===== config.mk =====
export PLATFORM = sky130hd
export DESIGN_NAME = jtag_ir_dr_chain_flat
export DESIGN_NICKNAME = d
export VERILOG_FILES = /design/src/rtl/jtag_ir_dr_chain_if.sv /design/src/rtl/jtag_ir_dr_chain.sv /design/src/flat_wrapper.sv
export SDC_FILE = /design/constraint.sdc
export NUM_CORES = 1
export LEC_CHECK = 0
export CAP_MARGIN = 15
export CORE_MARGIN = 4
export CORE_UTILIZATION = 45
export DETAILED_ROUTE_END_ITERATION = 6
export PLACE_DENSITY = 0.74
export SYNTH_ARGS = -nofsm -noshare
export SYNTH_HDL_FRONTEND = slang
export SYNTH_SLANG_ARGS = --single-unit

===== constraint.sdc =====
create_clock -name TCK -period 6.2 [get_ports TCK]
set_input_delay 0.93 -clock TCK [delete_from_list [all_inputs] [get_ports TCK]]
set_output_delay 0.93 -clock TCK [all_outputs]
set_load 0.005 [all_outputs]

===== src/rtl/jtag_ir_dr_chain_if.sv =====
// Bundle between the TAP controller side and the IR/DR chain: state qualifiers, serial data and parallel user ports.
// master = TAP/driver side, slave = the IR/DR chain.
interface jtag_ir_dr_chain_if #(
    parameter int IR_LEN   = 4,
    parameter int USER_LEN = 8
);
    logic                Resetn;
    logic                TDI;
    logic                CaptureIR;
    logic                ShiftIR;
    logic                UpdateIR;
    logic                CaptureDR;
    logic                ShiftDR;
    logic                UpdateDR;
    logic [USER_LEN-1:0] UserDRIn;
    logic                TDO;
    logic                TDOEn;
    logic [IR_LEN-1:0]   Instruction;
    logic [USER_LEN-1:0] UserDROut;
    logic                UserUpdate;

    modport master (
        output Resetn, TDI, CaptureIR, ShiftIR, UpdateIR,
               CaptureDR, ShiftDR, UpdateDR, UserDRIn,
        input  TDO, TDOEn, Instruction, UserDROut, UserUpdate
    );

    modport slave (
        input  Resetn, TDI, CaptureIR, ShiftIR, UpdateIR,
               CaptureDR, ShiftDR, UpdateDR, UserDRIn,
        output TDO, TDOEn, Instruction, UserDROut, UserUpdate
    );
endinterface


===== src/rtl/jtag_ir_dr_chain.sv =====
// JTAG instruction register, BYPASS/IDCODE/USER data registers and TDO mux behind a TAP controller.
// Latency: registers act on the posedge TCK qualified by the TAP state; TDO/TDOEn update on negedge TCK.
// Backpressure: none; the TAP qualifiers pace every shift, one bit per TCK.
module jtag_ir_dr_chain #(
    parameter int                IR_LEN    = 4,
    parameter logic [31:0]       IDCODE    = 32'h0BA0_0477,
    parameter logic [IR_LEN-1:0] OP_IDCODE = 4'b0001,
    parameter logic [IR_LEN-1:0] OP_USER   = 4'b0010,
    parameter int                USER_LEN  = 8
) (
    input logic             TCK,
    input logic             TRSTn,
    jtag_ir_dr_chain_if.slave jif
);

    typedef enum logic [1:0] {
        SEL_BYPASS,
        SEL_IDCODE,
        SEL_USER
    } dr_sel_e;

    logic [IR_LEN-1:0]   ir_sr_q,    ir_sr_d;
    logic [IR_LEN-1:0]   instr_q,    instr_d;
    logic                bypass_q,   bypass_d;
    logic [31:0]         id_sr_q,    id_sr_d;
    logic [USER_LEN-1:0] user_sr_q,  user_sr_d;
    logic [USER_LEN-1:0] user_out_q, user_out_d;
    logic                user_upd_q, user_upd_d;
    logic                tdo_q,      tdo_d;
    logic                tdoen_q,    tdoen_d;

    dr_sel_e             dr_sel;
    logic                sel_bit;
    logic [IR_LEN-1:0]   ir_shift;
    logic [USER_LEN-1:0] user_shift;

    always_comb begin
        dr_sel  = SEL_BYPASS;
        sel_bit = bypass_q;
        if (instr_q == OP_IDCODE) begin
            dr_sel  = SEL_IDCODE;
            sel_bit = id_sr_q[0];
        end else if (instr_q == OP_USER) begin
            dr_sel  = SEL_USER;
            sel_bit = user_sr_q[0];
        end
    end

    // Shift-right with TDI into the MSB, written so a 1-bit register still elaborates.
    always_comb begin
        ir_shift               = ir_sr_q >> 1;
        ir_shift[IR_LEN-1]     = jif.TDI;
        user_shift             = user_sr_q >> 1;
        user_shift[USER_LEN-1] = jif.TDI;
    end

    always_comb begin
        ir_sr_d    = ir_sr_q;
        instr_d    = instr_q;
        bypass_d   = bypass_q;
        id_sr_d    = id_sr_q;
        user_sr_d  = user_sr_q;
        user_out_d = user_out_q;
        user_upd_d = 1'b0;
        if (!jif.Resetn) begin
            instr_d = OP_IDCODE;
        end else if (jif.CaptureIR) begin
            ir_sr_d = IR_LEN'(1);
        end else if (jif.ShiftIR) begin
            ir_sr_d = ir_shift;
        end else if (jif.UpdateIR) begin
            instr_d = ir_sr_q;
        end else if (jif.CaptureDR) begin
            case (dr_sel)
                SEL_IDCODE: id_sr_d   = IDCODE;
                SEL_USER:   user_sr_d = jif.UserDRIn;
                default:    bypass_d  = 1'b0;
            endcase
        end else if (jif.ShiftDR) begin
            case (dr_sel)
                SEL_IDCODE: id_sr_d   = {jif.TDI, id_sr_q[31:1]};
                SEL_USER:   user_sr_d = user_shift;
                default:    bypass_d  = jif.TDI;
            endcase
        end else if (jif.UpdateDR && dr_sel == SEL_USER) begin
            user_out_d = user_sr_q;
            user_upd_d = 1'b1;
        end
    end

    always_ff @(posedge TCK or negedge TRSTn) begin
        if (!TRSTn) begin
            ir_sr_q    <= '0;
            instr_q    <= OP_IDCODE;
            bypass_q   <= 1'b0;
            id_sr_q    <= '0;
            user_sr_q  <= '0;
            user_out_q <= '0;
            user_upd_q <= 1'b0;
        end else begin
            ir_sr_q    <= ir_sr_d;
            instr_q    <= instr_d;
            bypass_q   <= bypass_d;
            id_sr_q    <= id_sr_d;
            user_sr_q  <= user_sr_d;
            user_out_q <= user_out_d;
            user_upd_q <= user_upd_d;
        end
    end

    // Falling-edge launch presents the outgoing bit half a cycle before the shifting posedge.
    always_comb begin
        tdoen_d = jif.ShiftIR | jif.ShiftDR;
        tdo_d   = tdo_q;
        if (jif.ShiftIR) begin
            tdo_d = ir_sr_q[0];
        end else if (jif.ShiftDR) begin
            tdo_d = sel_bit;
        end
    end

    always_ff @(negedge TCK or negedge TRSTn) begin
        if (!TRSTn) begin
            tdo_q   <= 1'b0;
            tdoen_q <= 1'b0;
        end else begin
            tdo_q   <= tdo_d;
            tdoen_q <= tdoen_d;
        end
    end

    assign jif.TDO         = tdo_q;
    assign jif.TDOEn       = tdoen_q;
    assign jif.Instruction = instr_q;
    assign jif.UserDROut   = user_out_q;
    assign jif.UserUpdate  = user_upd_q;

endmodule


===== src/flat_wrapper.sv =====
// flat-port wrapper written by rule: the top's interface ports become plain ports
module jtag_ir_dr_chain_flat 
#(
    parameter int                IR_LEN    = 4,
    parameter logic [31:0]       IDCODE    = 32'h0BA0_0477,
    parameter logic [IR_LEN-1:0] OP_IDCODE = 4'b0001,
    parameter logic [IR_LEN-1:0] OP_USER   = 4'b0010,
    parameter int                USER_LEN  = 8
)
  (TCK, TRSTn, jif_Resetn, jif_TDI, jif_CaptureIR, jif_ShiftIR, jif_UpdateIR, jif_CaptureDR, jif_ShiftDR, jif_UpdateDR, jif_UserDRIn, jif_TDO, jif_TDOEn, jif_Instruction, jif_UserDROut, jif_UserUpdate);
  jtag_ir_dr_chain_if #(.IR_LEN(IR_LEN), .USER_LEN(USER_LEN)) jif_i ();
  input logic TCK;
  input logic TRSTn;
  input wire logic [$bits(jif_i.Resetn)-1:0] jif_Resetn;
  input wire logic [$bits(jif_i.TDI)-1:0] jif_TDI;
  input wire logic [$bits(jif_i.CaptureIR)-1:0] jif_CaptureIR;
  input wire logic [$bits(jif_i.ShiftIR)-1:0] jif_ShiftIR;
  input wire logic [$bits(jif_i.UpdateIR)-1:0] jif_UpdateIR;
  input wire logic [$bits(jif_i.CaptureDR)-1:0] jif_CaptureDR;
  input wire logic [$bits(jif_i.ShiftDR)-1:0] jif_ShiftDR;
  input wire logic [$bits(jif_i.UpdateDR)-1:0] jif_UpdateDR;
  input wire logic [$bits(jif_i.UserDRIn)-1:0] jif_UserDRIn;
  output wire logic [$bits(jif_i.TDO)-1:0] jif_TDO;
  output wire logic [$bits(jif_i.TDOEn)-1:0] jif_TDOEn;
  output wire logic [$bits(jif_i.Instruction)-1:0] jif_Instruction;
  output wire logic [$bits(jif_i.UserDROut)-1:0] jif_UserDROut;
  output wire logic [$bits(jif_i.UserUpdate)-1:0] jif_UserUpdate;
  assign jif_i.Resetn = jif_Resetn;
  assign jif_i.TDI = jif_TDI;
  assign jif_i.CaptureIR = jif_CaptureIR;
  assign jif_i.ShiftIR = jif_ShiftIR;
  assign jif_i.UpdateIR = jif_UpdateIR;
  assign jif_i.CaptureDR = jif_CaptureDR;
  assign jif_i.ShiftDR = jif_ShiftDR;
  assign jif_i.UpdateDR = jif_UpdateDR;
  assign jif_i.UserDRIn = jif_UserDRIn;
  assign jif_TDO = jif_i.TDO;
  assign jif_TDOEn = jif_i.TDOEn;
  assign jif_Instruction = jif_i.Instruction;
  assign jif_UserDROut = jif_i.UserDROut;
  assign jif_UserUpdate = jif_i.UserUpdate;
  jtag_ir_dr_chain #(.IR_LEN(IR_LEN), .IDCODE(IDCODE), .OP_IDCODE(OP_IDCODE), .OP_USER(OP_USER), .USER_LEN(USER_LEN)) u_core (.TCK(TCK), .TRSTn(TRSTn), .jif(jif_i));
endmodule

# Yosys cells after proc, flatten, opt, wreduce, memory -nomap -nowiden
# Index checks and enable logic that the tools add are counted.
# word_totals
register_bits	60
inputBits	18
output_inout_bits	15
# classes
n_eq_ne	9
mux	31
bitwise	6
reduce_logical	11
# ops
cell	count
2-to-1 mux 32 bit	4
2-to-1 mux 8 bit	4
2-to-1 mux 4 bit	6
2-to-1 mux 1 bit	15
AND reduction 7 bit	2
AND reduction 6 bit	2
inequality test 2 bit (second input constant)	4
nonzero test 2 bit	3
inverter 1 bit	5
equality test 4 x 1 -> 1 bit (second input constant)	1
equality test 4 x 2 -> 1 bit (second input constant)	1
2-to-1 mux 2 bit	2
AND reduction 3 bit	1
equality test 2 x 1 -> 1 bit (second input constant)	1
equality test 2 bit (second input constant)	1
inequality test 2 x 1 -> 1 bit (second input constant)	1
AND reduction 2 bit	1
OR reduction 2 bit	1
logical AND 1 bit	1
OR 1 bit	1

# Longest topological paths before layout
# depth
ltp_word	12
ltp_mapped	6

==> impl_metrics.toml <==
[status]
outcome = "completed"

[worst_setup_path]
cp_cell_sequence = "clkdlybuf4s50_1"
path_class = "reg -> out"
path_delay_family = "buffers and inverters"
cpPeakStageDelay_ns = 0.51
cp_slowest_cell = "clkdlybuf4s50_1"
critPathMaxFanout = 2
critPathArrivalTime_ns = 4.35
cp-end-kind = "primary output"
required_ns = 5.27
cp-start-kind = "register"
crit_buf_inv = 1

[routing]
vias_per_cell = 4.979
num_vias = 1668
post-route-drc-count = 0
wl_per_cell_um = 14.00
drt_iter0_drc = 73
drt_first_pass_iters = 4
drtAntennaViolNets = 0
drt_wl_total_um = 4691

[clocking]
clkTransAtPathRegs_ns = 0.06
clkLatencyLatePin_ns = 0.33
cts_tree = "yes"
htree_levels = 3
cts_resized = 0
cts-root-buf = "clkbuf_8"
postCtsHoldBufs = 0
cts_buffer_depth = 2
clkSinkCount = 60
cts_buffers = 9
post_cts_buffers = 0

[logic_synthesis]
synth-xor-area-share_pct = 0
synth-simple-area-share_pct = 12.56
synth_cell_types = 30
synth_cells = 221
synthTopCellsByArea = "dfrtp_1 (52%), mux2_2 (14%), mux2i_1 (6.3%), mux2_4 (4.4%), nor2b_1 (4.4%)"
synth_top_area_cell = "dfrtp_1"
synth_area_um2 = 2719
synthMuxAreaShare_pct = 24.76
synth_top_family_by_area = "multiplexers"
seq_area_frac_synth_pct = 55.27
synth_warnings = 0
ys_ff_latch = 60
synth_adder_area_share_pct = 0
synth_area_per_cell_um2 = 12.30
syn_nets = 239
synth_compound_area_share_pct = 2.945
yosysTopAreaCellShare_pct = 52.46

[job]
max-cap-violations = 0

[timing]
hold_viol_final = 0
fin_ws_ns = 0.9224
slew_headroom_pct = 43.44
fin_worst_skew_ns = 0.01136
final.setup.tns_ns = 0
final_max_slew_viol_count = 0
setup_viol = 0
worst_pin_slew_ns = 0.8466
grt_setup_unrepaired = "false"

[power]
cellLeakagePower_nw = 1.544
powerDensity_nw_per_um2 = 280.3
worst_ir_drop_vdd_mv = 0.1993

[die]
rows = 28
core_um2 = 5886
start_util_pct = 46.19
die_w_um = 85.73
die_y_um = 85.73
io_pins = 33
die_area_um2 = 7350

[final_layout]
diodes = 0
nNetsFinal = 273
drive_above_1_share_pct = 24.62
area_delta_synth_final_pct = 22.00

[placement]
port-buffer-count = 32
dp_hpwl_um = 3082
gp_congestion = 0.8092
post-place-ws_ns = 0.8599

[grt]
grt_usage_pct = 14.49
grt-busiest-layer = "met2"
gr-total-overflow = 0
met2_usage_pct = 22.53
grt_max_degree = 43
antenna_found_initial = 0
first_global_vias = 1717
met3_usage_pct = 5.187
grt_util_met1_pct = 18.00
grt_pass1_wl_um = 8280

[hold_path]
hold_class = "reg -> reg"
==> layer usage <==
metal / part of all wire [%] / up-vias
met5: 0 / -
met4: 1.9 / 0
met3: 4.3 / 10
li1: - / 817
met1: 47 / 809
met2: 47 / 32
==> logic make-up (layout without fill, tap and decap cells) <==
group                  count (synthesis)  after routing
DFF                                   60             60
and+or+nand+nor                       60             60
muxes                                 59             59
buffers and inverters                 29             68
AOI/OAI and AO/OA                     13             13
==> per-stage QoR <==
stage,util (%),hold WS [ns],instances,total power (W),area (um2)
after detailed placement,52.66,0.4872,319,0.0005585,3099
after global placement,52.66,0.4799,319,0.0005545,3099
after CTS,56.36,0.5023,335,0.0009438,3317
final,56.36,0.4965,335,0.0009297,3317
after floorplan,-,0.4508,221,0.0005201,2719
after global routing,56.36,0.5203,335,0.0009810,3317
==> Yosys cell counts, drive strengths merged <==
cell type / number
nor2: 20
nand4b: 1
mux2i: 17
a41oi: 1
dfstp: 1
a31oi: 1
nor3: 2
clkbuf: 7
nor3b: 2
dfrtp: 57
o21ai: 3
a21oi: 3
and3: 2
nor2b: 19
o31ai: 1
o22a: 1
dfrtn: 2
buf: 5
nor4b: 3
or4b: 3
mux2: 42
inv: 17
o22ai: 3
nand2: 6
or2: 1
and2: 1
==> final timing paths <==
path,from,endpoint,slack (ns),depth (start not counted)
max,u_core.jif.TDO$_DFFE_NN0P_,jif_TDO,0.92,1
min reg2reg,u_core.id_sr_q[20]$_DFFE_PN0P_,u_core.id_sr_q[20]$_DFFE_PN0P_,0.50,1
max in group asynchronous,TRSTn,u_core.jif.TDOEn$_DFF_NN0_,2.33,1
max reg2reg,u_core.jif.Instruction[0]$_DFFE_PN1P_,u_core.jif.TDO$_DFFE_NN0P_,1.71,3
min,u_core.id_sr_q[20]$_DFFE_PN0P_,u_core.id_sr_q[20]$_DFFE_PN0P_,0.50,1
min in group asynchronous,TRSTn,u_core.user_sr_q[3]$_DFFE_PN0P_,0.53,1
==> report_power, final <==
part / total (W) / leakage, nW / switching (W) / internal [W]
combinational: 0.0000983 / 0.678 / 0.0000453 / 0.0000530
sequential: 0.000452 / 0.760 / 0.0000191 / 0.000433
clock: 0.000379 / 0.107 / 0.000143 / 0.000237
==> state kept, by name, indices dropped and copies added, names as in the netlist <==
signal / count
u_core.jif.TDO: 1
u_core.jif.TDOEn: 1
u_core.bypass_q: 1
u_core.jif.Instruction: 4
u_core.jif.UserDROut: 8
u_core.jif.UserUpdate: 1
u_core.ir_sr_q: 4
u_core.user_sr_q: 8
u_core.id_sr_q: 32
==> layout by cell type, fill, tap and decap left out, types with 3 or more instances in the layout <==
master | Yosys | layout
nor4b_1 | 3 | 3
or4b_1 | 3 | 3
o22ai_1 | 3 | 3
mux2_2 | 34 | 34
dfrtp_1 | 57 | 57
nand2_1 | 6 | 6
o21ai_0 | 3 | 3
buf_4 | 0 | 3
clkdlybuf4s50_1 | 0 | 31
nor2b_1 | 19 | 19
nor2_1 | 20 | 20
mux2_4 | 8 | 8
inv_1 | 17 | 17
clkbuf_8 | 0 | 10
mux2i_1 | 17 | 17
a21oi_1 | 3 | 3
==> layout make-up <==
| cell class | count | area, um2 |
|---|---|---|
| clock inverter | 4 | 72.57 |
| sequential | 60 | 1503 |
| tap | 75 | 93.84 |
| clock buffer | 12 | 145.1 |
| timing repair buffer | 35 | 337.8 |
| multi-input combinational | 132 | 1101 |
| fill | 499 | 2569 |
| inverter | 17 | 63.81 |
Note: power is estimated with default switching activity, not from simulation.
